[src/rtl/fsm3_rr_scheduler_if.sv]
// Bus bundle for fsm3_rr_scheduler: request handshake, per-step results and the counter read port.
// The master side is the set of bit producers / result consumers; the slave side is the scheduler.
interface fsm3_rr_scheduler_if #(
   parameter int NCH   = 4,
   parameter int CH_W  = $clog2(NCH),
   parameter int CNT_W = 8
);
   logic [NCH-1:0]   req_valid;
   logic [NCH-1:0]   req_din;
   logic [NCH-1:0]   req_ready;
   logic [NCH-1:0]   ch_clear;
   logic             out_valid;
   logic [CH_W-1:0]  out_ch;
   logic             out_dout;
   logic [NCH-1:0]   dout_vec;
   logic [CH_W-1:0]  rd_ch;
   logic [CNT_W-1:0] rd_cnt;
   logic [2*NCH-1:0] ctx_dbg;

   modport master (
      output req_valid, req_din, ch_clear, rd_ch,
      input  req_ready, out_valid, out_ch, out_dout, dout_vec, rd_cnt, ctx_dbg
   );

   modport slave (
      input  req_valid, req_din, ch_clear, rd_ch,
      output req_ready, out_valid, out_ch, out_dout, dout_vec, rd_cnt, ctx_dbg
   );
endinterface

[src/rtl/fsm3_rr_scheduler.sv]
// Round-robin scheduler sharing one fsm3 next-state evaluator across NCH bit streams,
// with per-channel state contexts and saturating per-channel detection counters.
module fsm3_rr_scheduler #(
   parameter int NCH   = 4,
   parameter int CH_W  = $clog2(NCH),
   parameter int CNT_W = 8
) (
   input  logic               clk,
   input  logic               areset_n,
   fsm3_rr_scheduler_if.slave bus
);
   localparam logic [1:0]       ST_A    = 2'd0;
   localparam logic [1:0]       ST_B    = 2'd1;
   localparam logic [1:0]       ST_C    = 2'd2;
   localparam logic [1:0]       ST_D    = 2'd3;
   localparam logic [CNT_W-1:0] CNT_MAX = '1;

   logic [1:0]       state_q [NCH];
   logic [CNT_W-1:0] cnt_q   [NCH];
   logic [CH_W-1:0]  ptr_q;
   logic             out_valid_q;
   logic [CH_W-1:0]  out_ch_q;
   logic             out_dout_q;

   logic [NCH-1:0]   eligible;
   logic [NCH-1:0]   grant;
   logic             xfer;
   logic [CH_W-1:0]  gnt_ch;
   logic [CH_W-1:0]  cand;
   logic [1:0]       gnt_next;

   function automatic logic [1:0] fsm3_next(input logic [1:0] s, input logic din);
      logic [1:0] n;
      case (s)
         ST_A:    n = din ? ST_B : ST_A;
         ST_B:    n = din ? ST_B : ST_C;
         ST_C:    n = din ? ST_D : ST_A;
         default: n = din ? ST_B : ST_C;
      endcase
      return n;
   endfunction

   // Handshake: channel i transfers req_din[i] on a rising clk when req_valid[i] & req_ready[i].
   // req_ready is a combinational one-hot grant, never depends on req_din, and is held low in reset
   // and for any channel being cleared in the same cycle.
   assign eligible = areset_n ? (bus.req_valid & ~bus.ch_clear) : '0;

   always_comb begin
      grant  = '0;
      xfer   = 1'b0;
      gnt_ch = '0;
      cand   = '0;
      for (int k = 0; k < NCH; k++) begin
         cand = CH_W'((int'(ptr_q) + k) % NCH);
         if (!xfer && eligible[cand]) begin
            xfer   = 1'b1;
            gnt_ch = cand;
         end
      end
      if (xfer) grant[gnt_ch] = 1'b1;
   end

   assign gnt_next      = fsm3_next(state_q[gnt_ch], bus.req_din[gnt_ch]);
   assign bus.req_ready = grant;

   always_ff @(posedge clk or negedge areset_n) begin
      if (!areset_n) begin
         for (int i = 0; i < NCH; i++) begin
            state_q[i] <= ST_A;
            cnt_q[i]   <= '0;
         end
         ptr_q       <= '0;
         out_valid_q <= 1'b0;
         out_ch_q    <= '0;
         out_dout_q  <= 1'b0;
      end else begin
         for (int i = 0; i < NCH; i++) begin
            if (bus.ch_clear[i]) begin
               state_q[i] <= ST_A;
               cnt_q[i]   <= '0;
            end else if (grant[i]) begin
               state_q[i] <= gnt_next;
               if (gnt_next == ST_D && cnt_q[i] != CNT_MAX) cnt_q[i] <= cnt_q[i] + 1'b1;
            end
         end
         out_valid_q <= xfer;
         if (xfer) begin
            out_ch_q   <= gnt_ch;
            out_dout_q <= (gnt_next == ST_D);
            ptr_q      <= (int'(gnt_ch) == NCH - 1) ? '0 : gnt_ch + 1'b1;
         end
      end
   end

   assign bus.out_valid = out_valid_q;
   assign bus.out_ch    = out_ch_q;
   assign bus.out_dout  = out_dout_q;

   always_comb begin
      bus.dout_vec = '0;
      bus.ctx_dbg  = '0;
      for (int i = 0; i < NCH; i++) begin
         bus.dout_vec[i]       = (state_q[i] == ST_D);
         bus.ctx_dbg[2*i +: 2] = state_q[i];
      end
   end

   // Out-of-range selects never match a loop index, so they read back as zero.
   always_comb begin
      bus.rd_cnt = '0;
      for (int i = 0; i < NCH; i++) begin
         if (bus.rd_ch == CH_W'(i)) bus.rd_cnt = cnt_q[i];
      end
   end
endmodule

[src/flat_wrapper.sv]
// flat-port wrapper written by rule: the top's interface ports become plain ports
module fsm3_rr_scheduler_flat 
#(
   parameter int NCH   = 4,
   parameter int CH_W  = $clog2(NCH),
   parameter int CNT_W = 8
)
  (clk, areset_n, bus_req_valid, bus_req_din, bus_ch_clear, bus_rd_ch, bus_req_ready, bus_out_valid, bus_out_ch, bus_out_dout, bus_dout_vec, bus_rd_cnt, bus_ctx_dbg);
  fsm3_rr_scheduler_if #(.NCH(NCH), .CH_W(CH_W), .CNT_W(CNT_W)) bus_i ();
  input  logic clk;
  input  logic areset_n;
  input wire logic [$bits(bus_i.req_valid)-1:0] bus_req_valid;
  input wire logic [$bits(bus_i.req_din)-1:0] bus_req_din;
  input wire logic [$bits(bus_i.ch_clear)-1:0] bus_ch_clear;
  input wire logic [$bits(bus_i.rd_ch)-1:0] bus_rd_ch;
  output wire logic [$bits(bus_i.req_ready)-1:0] bus_req_ready;
  output wire logic [$bits(bus_i.out_valid)-1:0] bus_out_valid;
  output wire logic [$bits(bus_i.out_ch)-1:0] bus_out_ch;
  output wire logic [$bits(bus_i.out_dout)-1:0] bus_out_dout;
  output wire logic [$bits(bus_i.dout_vec)-1:0] bus_dout_vec;
  output wire logic [$bits(bus_i.rd_cnt)-1:0] bus_rd_cnt;
  output wire logic [$bits(bus_i.ctx_dbg)-1:0] bus_ctx_dbg;
  assign bus_i.req_valid = bus_req_valid;
  assign bus_i.req_din = bus_req_din;
  assign bus_i.ch_clear = bus_ch_clear;
  assign bus_i.rd_ch = bus_rd_ch;
  assign bus_req_ready = bus_i.req_ready;
  assign bus_out_valid = bus_i.out_valid;
  assign bus_out_ch = bus_i.out_ch;
  assign bus_out_dout = bus_i.out_dout;
  assign bus_dout_vec = bus_i.dout_vec;
  assign bus_rd_cnt = bus_i.rd_cnt;
  assign bus_ctx_dbg = bus_i.ctx_dbg;
  fsm3_rr_scheduler #(.NCH(NCH), .CH_W(CH_W), .CNT_W(CNT_W)) u_core (.clk(clk), .areset_n(areset_n), .bus(bus_i));
endmodule
[config.mk]
export PLATFORM = sky130hd
export DESIGN_NAME = fsm3_rr_scheduler_flat
export DESIGN_NICKNAME = d
export VERILOG_FILES = /design/src/rtl/fsm3_rr_scheduler_if.sv /design/src/rtl/fsm3_rr_scheduler.sv /design/src/flat_wrapper.sv
export SDC_FILE = /design/constraint.sdc
export NUM_CORES = 1
export LEC_CHECK = 0
export CAP_MARGIN = 20
export CORE_UTILIZATION = 60
export CTS_BUF_LIST = sky130_fd_sc_hd__clkbuf_8
export DETAILED_ROUTE_END_ITERATION = 10
export DONT_BUFFER_PORTS = 1
export PLACE_DENSITY = 0.79
export SYNTH_ARGS = -nofsm -noshare
export SYNTH_HDL_FRONTEND = slang
export SYNTH_SLANG_ARGS = --single-unit
export TNS_END_PERCENT = 20
[constraint.sdc]
create_clock -name clk -period 2.45 [get_ports clk]
set_clock_uncertainty 0.2 [all_clocks]
set_input_delay 0.245 -clock clk [delete_from_list [all_inputs] [get_ports clk]]
set_output_delay 0.245 -clock clk [all_outputs]
set_load 0.005 [all_outputs]
==> results_dict.tcl, run 1 <==
set metrics [dict create \
    worst-path-max-fanout 7 \
    most-common-layout-cells "sky130_fd_sc_hd__dfrtp_1, sky130_fd_sc_hd__buf_4, sky130_fd_sc_hd__a21oi_1" \
    tritoncts_num_sinks 46 \
    initial_utilization_pct 63.00 \
    instance_count_on_the_critical_path 11 \
    grt_usage_pct 32.87 \
    final_antenna_net_count 0 \
    total_power_mw 2.085 \
    top_level_i_o_count 44 \
    cts.root.buffer_cell "sky130_fd_sc_hd__clkbuf_8" \
    crit_path_frequent_cell "sky130_fd_sc_hd__a21oi_2" \
    core-area_um2 4755 \
    timing.critical_path.from_type "flip-flop" \
    crit_arrival_ps 2840 \
    tritoncts "done" \
    critical_path.n_buffers_inverters 2 \
    post_synth_num_cell_types 41 \
    finalHoldViolations 0 \
    fmaxAchievable_ghz 0.3557 \
    endpoint_of_the_worst_hold_timing_path "u_core.bus.out_valid" \
    worstRegToRegCells 11 \
    syn_avg_cell_area_um2 9.449 \
    synthesis.area_um2 2995 \
    regArea_um2 1152 \
    worst_max_slew_pin_slew_ps 602.7 \
    result_of_the_run "finished with violations" \
    r2r_slack_ps -360 \
    crit_required_ps 2480 \
    number_of_enable_flip_flop_cells_after_synthesis 0 \
    placement.io_buffers 0 \
    fin_ws_ps -361.4 \
    timing.rr.end "u_core.cnt_q[16]" \
    cts_max_path_buffers 2 \
    synthTopCellsByArea "sky130_fd_sc_hd__dfrtp_1, sky130_fd_sc_hd__a21oi_1, sky130_fd_sc_hd__mux4_2, sky130_fd_sc_hd__o31ai_1, sky130_fd_sc_hd__or4_1" \
    timing.rr.start "u_core.ptr_q[1]" \
    drv_cap 0 \
    dpl.hpwl_um 5635 \
    crit_path_cell_trace "nor3b_2, o311ai_1, nand3_1, a21oi_2, buf_12, ha_4, nand2_4, a31o_4, buf_4, or3_1, a21oi_2" \
    endpoint_class_of_the_critical_path "flip-flop" \
    synth-main-ff-cell "sky130_fd_sc_hd__dfrtp_1" \
    vdd_drop_max_uv 346.1 \
    hold_path_depth 2 \
    postRouteWirelength_um 9457 \
    drt_first_iter_violations 365 \
    synth.top_cell.area_share_pct 38.43 \
    rsz_0062_raised_after_global_routing "true" \
    die_width_um 72.66 \
    drive_gt1_share_pct 32.02 \
    num_vias 3059 \
    hold_class "primary input to flip-flop" \
    yosys_warnings 0 \
    grt_pass1_vias 2656 \
    hold_slack_ps 26.42 \
    p_leak_nw 1.580 \
    ctsHtreeMaxLevel 2 \
    post_synth_net_total 341 \
    post-route-min-period_ps 2811 \
    final_nets 379 \
    grt_antenna_before_repair 0 \
    synth_area_leader_cell "sky130_fd_sc_hd__dfrtp_1" \
    final_max_slew_viol_count 0 \
    worstSkewPairLatency_ps 300 \
    asyncSetResetFlopFracSynth_pct 100.0 \
    setup.worst_path.class "flip-flop to flip-flop" \
    ys_ff_latch 46 \
    grt_pass1_wl_um 13070 \
    layout.cells.most_common "sky130_fd_sc_hd__dfrtp_1" \
    fillCellCount 305 \
    grt_start_max_net_pins 54 \
    period_share_pct 114.7 \
    start_point_of_the_worst_hold_path "areset_n" \
    slew_limit_headroom_pct 58.67 \
    multi_input_area_um2 1971 \
    ys_seq_area_share_pct 38.43 \
    area_delta_synth_final_pct 27.44 \
    route.detailed.drc 0 \
    timing.critical_path.max_delay_family "compound AO/OA/AOI/OAI gates" \
    firstDrtPassIters 5 \
    clk_pin_slew_ps 90 \
    synthCells 317 \
    detail_route.vias_per_cell 7.232 \
    die_area_um2 5279 \
    delay_of_the_slowest_cell_on_the_worst_path_ps 460 \
    setup_violations 46 \
    post_drt_wl_per_cell_um 22.36 \
    power_per_cell_area_nw_per_um2 546.1 \
    core.rowCount 25 \
    floorplan.die.height_um 72.66 \
    diodes 0 \
    overflow 0 \
    failing_checks "negative setup slack" \
    cts_inserted_buffers 5 \
    slowest_stage "sky130_fd_sc_hd__dfrtp_2" \
    gp_congestion 0.8982 \
]
[how the worst max path moves through the flow]
stage / startpoint / endpoint
2_1_floorplan: u_core.ptr_q[1] / u_core.cnt_q[27]
3_3_place_gp: u_core.ptr_q[1] / u_core.cnt_q[14]
3_5_place_dp: u_core.ptr_q[1] / u_core.cnt_q[14]
4_1_cts: u_core.ptr_q[1] / u_core.cnt_q[20]
5_1_grt: u_core.ptr_q[1] / u_core.cnt_q[0]
6_report: u_core.ptr_q[1] / u_core.cnt_q[16]
[logic make-up (layout without fill, tap and decap cells)]
group / count (synthesis) / count (layout) / synth area share [%]
adders and majority gates: 8 / 8 / 3.342
AOI/OAI and AO/OA: 102 / 103 / 23.18
and+or+nand+nor: 102 / 102 / 19.80
DFF: 46 / 46 / 38.43
buffers and inverters: 42 / 80 / 6.015
muxes: 17 / 17 / 9.231
[registers in the layout, summed over array words and instances (netlist names)]
register and cells:
u_core.bus.out_dout 1, u_core.bus.ctx_dbg 8, u_core.cnt_q 32, u_core.bus.out_valid 1, u_core.bus.out_ch 2, u_core.ptr_q 2
[layout make-up]
type	count	share of cell area (%)
clock buffers	6	2.163
inverters	26	2.688
flip-flops and latches	46	30.19
repair buffers	46	10.91
well taps	67	2.196
clock inverters	2	0.2294
multi-input cells	230	51.62
[per-layer routing]
layer	wire length (um)	vias to the layer above	share of wire [%]	track usage [%]
li1	-	1301	-	-
met1	3355	1470	35	40.98
met2	4766	237	50	56.70
met3	893	51	9.4	5.663
met4	442	0	4.7	13.51
met5	0	-	0	0
[what timing repair did]
| item | in CTS | in global routing |
|---|---|---|
| setup buffers | 5 | 0 |
| hold buffers | 4 | 3 |
| gates cloned | 1 | 0 |
| endpoints found under the setup margin | 34 | 40 |
| hold endpoints to repair | 87 | 56 |
| pin swaps | 21 | 18 |
| gates resized for setup | 17 | 33 |
[power by group]
group / total [mW] / switching, mW / internal [mW]
Clock: 0.488 / 0.264 / 0.224
Combinational: 0.743 / 0.384 / 0.359
Sequential: 0.853 / 0.0560 / 0.797
Total: 2.08 / 0.704 / 1.38
[synthesized netlist by cell type, types with 2 or more instances]
cell                        number
sky130_fd_sc_hd__dfrtp_1        46
sky130_fd_sc_hd__a21oi_1        37
sky130_fd_sc_hd__inv_1          25
sky130_fd_sc_hd__nand2_1        22
sky130_fd_sc_hd__o31ai_1        19
sky130_fd_sc_hd__nand3_1        14
sky130_fd_sc_hd__or4_1          14
sky130_fd_sc_hd__and2_1         12
sky130_fd_sc_hd__and3_1         11
sky130_fd_sc_hd__o21ai_0        11
sky130_fd_sc_hd__a41o_1         10
sky130_fd_sc_hd__o2111ai_1      10
sky130_fd_sc_hd__nand3b_1        9
sky130_fd_sc_hd__ha_1            8
sky130_fd_sc_hd__mux4_2          8
sky130_fd_sc_hd__buf_2           6
sky130_fd_sc_hd__clkbuf_1        6
sky130_fd_sc_hd__mux2i_1         6
sky130_fd_sc_hd__a31o_2          5
sky130_fd_sc_hd__or3_1           4
sky130_fd_sc_hd__a31oi_1         3
sky130_fd_sc_hd__nand2b_1        3
sky130_fd_sc_hd__nor2_1          3
sky130_fd_sc_hd__nor3_1          3
sky130_fd_sc_hd__buf_1           2
sky130_fd_sc_hd__buf_6           2
sky130_fd_sc_hd__mux2_2          2
sky130_fd_sc_hd__nor2b_2         2
sky130_fd_sc_hd__nor3b_1         2
[stage by stage]
step	utilization, %	area, um^2	TNS, ps	instances	setup WS [ps]
global route	80.29	3817	-10100	423	-334.9
detailed placement	70.89	3371	-2484	402	-166.9
floorplan	-	3102	0	317	7.478
CTS	76.26	3626	-2260	420	-117.2
finish	80.29	3817	-10440	423	-361.4
global placement	70.89	3371	-865.9	402	-81.24
(Power assumes the default switching activity.)
==> run 2: changes to the inputs <==
Settings changed: CORE_UTILIZATION 60 to 65, PLACE_DENSITY 0.79 to 0.81.
Clock period 2.45 ns to 3.4 ns, I/O delays scaled along.
==> run 2 against run 1 <==
The run now ends clean. Total power shrank 43%. Sequential share of layout area grew 6.1 points. Highest routed layer unchanged. Final cell count shrank 12%. Sequential power shrank 29%. Clock power shrank 34%. Non-clock buffer count shrank 35.
==> results_dict.tcl, run 2 (synthesis gave the netlist of run 1 again) <==
set metrics [dict create \
    result_of_the_run "finished, final reports clean" \
    die_width_um 69.89 \
    setup.worst_path.class "flip-flop to flip-flop" \
    setup-tns-final_ps 0 \
    hold_slack_ps 13.99 \
    power_per_cell_area_nw_per_um2 373.8 \
    final_nets 343 \
    initial_utilization_pct 68.32 \
    drt_first_iter_violations 259 \
    vdd_drop_max_uv 233.1 \
    hold_class "primary input to flip-flop" \
    crit_required_ps 3410 \
    hold_buffers 6 \
    final_antenna_net_count 0 \
    floorplan.die.height_um 69.89 \
    diodes 0 \
    endpoint_class_of_the_critical_path "flip-flop" \
    dpl.hpwl_um 5222 \
    grt_pass1_vias 2478 \
    gp_congestion 0.9228 \
    period_share_pct 87.21 \
    layout.cells.most_common "sky130_fd_sc_hd__dfrtp_1" \
    p_leak_nw 1.301 \
    area_delta_synth_final_pct 5.890 \
    grt_antenna_before_repair 0 \
    post-route-min-period_ps 2965 \
    worst-path-max-fanout 40 \
    drive_gt1_share_pct 10.66 \
    largest_reg_flops 32 \
    cts-resized-gates 0 \
    ctsHtreeMaxLevel 2 \
    die_area_um2 4884 \
    top_level_i_o_count 44 \
    total_power_mw 1.186 \
    cts_inserted_buffers 5 \
    placement.io_buffers 0 \
    largest-register "u_core.cnt_q" \
    grt_usage_pct 32.26 \
    slew_limit_headroom_pct 66.99 \
    fmaxAchievable_ghz 0.3372 \
    overflow 0 \
    cts.root.buffer_cell "sky130_fd_sc_hd__clkbuf_8" \
    rsz_0062_raised_after_global_routing "false" \
    fin_area_um2 3172 \
    most-common-layout-cells "sky130_fd_sc_hd__dfrtp_1, sky130_fd_sc_hd__a21oi_1, sky130_fd_sc_hd__inv_1" \
    core.rowCount 24 \
    worst_max_slew_pin_slew_ps 481.3 \
    detail_route.vias_per_cell 7.019 \
    post-cts-setup-buffers 0 \
    cts_max_path_buffers 2 \
    route.detailed.drc 0 \
    postRouteWirelength_um 7342 \
    tritoncts "done" \
    setup_violations 0 \
    post_drt_wl_per_cell_um 19.79 \
    firstDrtPassIters 4 \
    finalHoldViolations 0 \
    grt_pass1_wl_um 12360 \
    worstSkewPairLatency_ps 300 \
    core-area_um2 4384 \
    crit_arrival_ps 2980 \
    drv_cap 0 \
    tritoncts_num_sinks 46 \
    timing.critical_path.from_type "flip-flop" \
    placed_area_um2 3015 \
    final_max_slew_viol_count 0 \
    grt_start_max_net_pins 47 \
    clk_pin_slew_ps 90 \
    num_vias 2604 \
]
-- run 2: cell types whose count changed in the layout (fill, tap and decap cells not counted), moves of 4 or more --
cell / change
sky130_fd_sc_hd__buf_4: -29
sky130_fd_sc_hd__a21oi_1: +11
sky130_fd_sc_hd__a21oi_2: -11
sky130_fd_sc_hd__or4_1: +8
sky130_fd_sc_hd__or4_4: -8
sky130_fd_sc_hd__a31o_4: -4
sky130_fd_sc_hd__ha_1: +4
sky130_fd_sc_hd__ha_4: -4
sky130_fd_sc_hd__nand2_1: +4
sky130_fd_sc_hd__nand2_4: -4
-- run 2: cell type report --
cell class | instances | area [um^2]
clock inverter | 2 | 10.01
fill | 345 | 1212
timing repair buffer | 11 | 115.1
multi-input combinational | 229 | 1664
sequential | 46 | 1151
clock buffer | 5 | 68.82
tap | 52 | 65.06
inverter | 26 | 97.59
-- run 2: power by group --
part / internal, mW / switching (mW) / total, mW / leakage [nW]
Combinational: 0.0971 / 0.163 / 0.260 / 0.624
Sequential: 0.573 / 0.0303 / 0.604 / 0.633
Clock: 0.138 / 0.184 / 0.322 / 0.0438
-- run 2: routing by layer --
layer	GRT usage (%)	vias up	share of wire [%]
li1	-	1213	-
met4	10.89	0	2.0
met3	4.906	13	4.8
met1	45.18	1295	44
met5	0	-	0
met2	51.71	83	49
-- run 2: worst max-delay path, stage by stage (launching register included) --
cell,delay [ps]
sky130_fd_sc_hd__dfrtp_1,430
sky130_fd_sc_hd__nand2b_1,160
sky130_fd_sc_hd__a21oi_1,140
sky130_fd_sc_hd__o211a_1,450
sky130_fd_sc_hd__mux2i_1,360
sky130_fd_sc_hd__mux2i_2,150
sky130_fd_sc_hd__buf_4,260
sky130_fd_sc_hd__or4_1,540
sky130_fd_sc_hd__a21oi_1,190
-- run 2: final timing paths --
| kind | to | start | slack (ps) | depth (start not counted) |
|---|---|---|---|---|
| setup reg to reg | u_core.cnt_q[15] | u_core.ptr_q[1] | 430 | 8 |
| setup / recovery | u_core.cnt_q[15] | u_core.ptr_q[1] | 430 | 8 |
| hold reg to reg | u_core.bus.out_ch[1] | u_core.bus.out_ch[1] | 310 | 2 |
| max in group asynchronous | u_core.cnt_q[16] | areset_n | 2380 | 2 |
| min in group asynchronous | u_core.ptr_q[1] | areset_n | 400 | 2 |
| hold / removal | u_core.bus.ctx_dbg[7] | bus_ch_clear[3] | 10 | 2 |
-- run 2: metrics by stage --
| step | util (%) | worst slack (ps) | instances |
|---|---|---|---|
| finish | 72.35 | 434.7 | 371 |
| global route | 72.35 | 291.7 | 371 |
| CTS | 72.35 | 477.4 | 371 |
| detailed placement | 68.78 | 508.7 | 358 |
| global placement | 68.78 | 566.6 | 358 |
| floorplan | - | 701.9 | 317 |
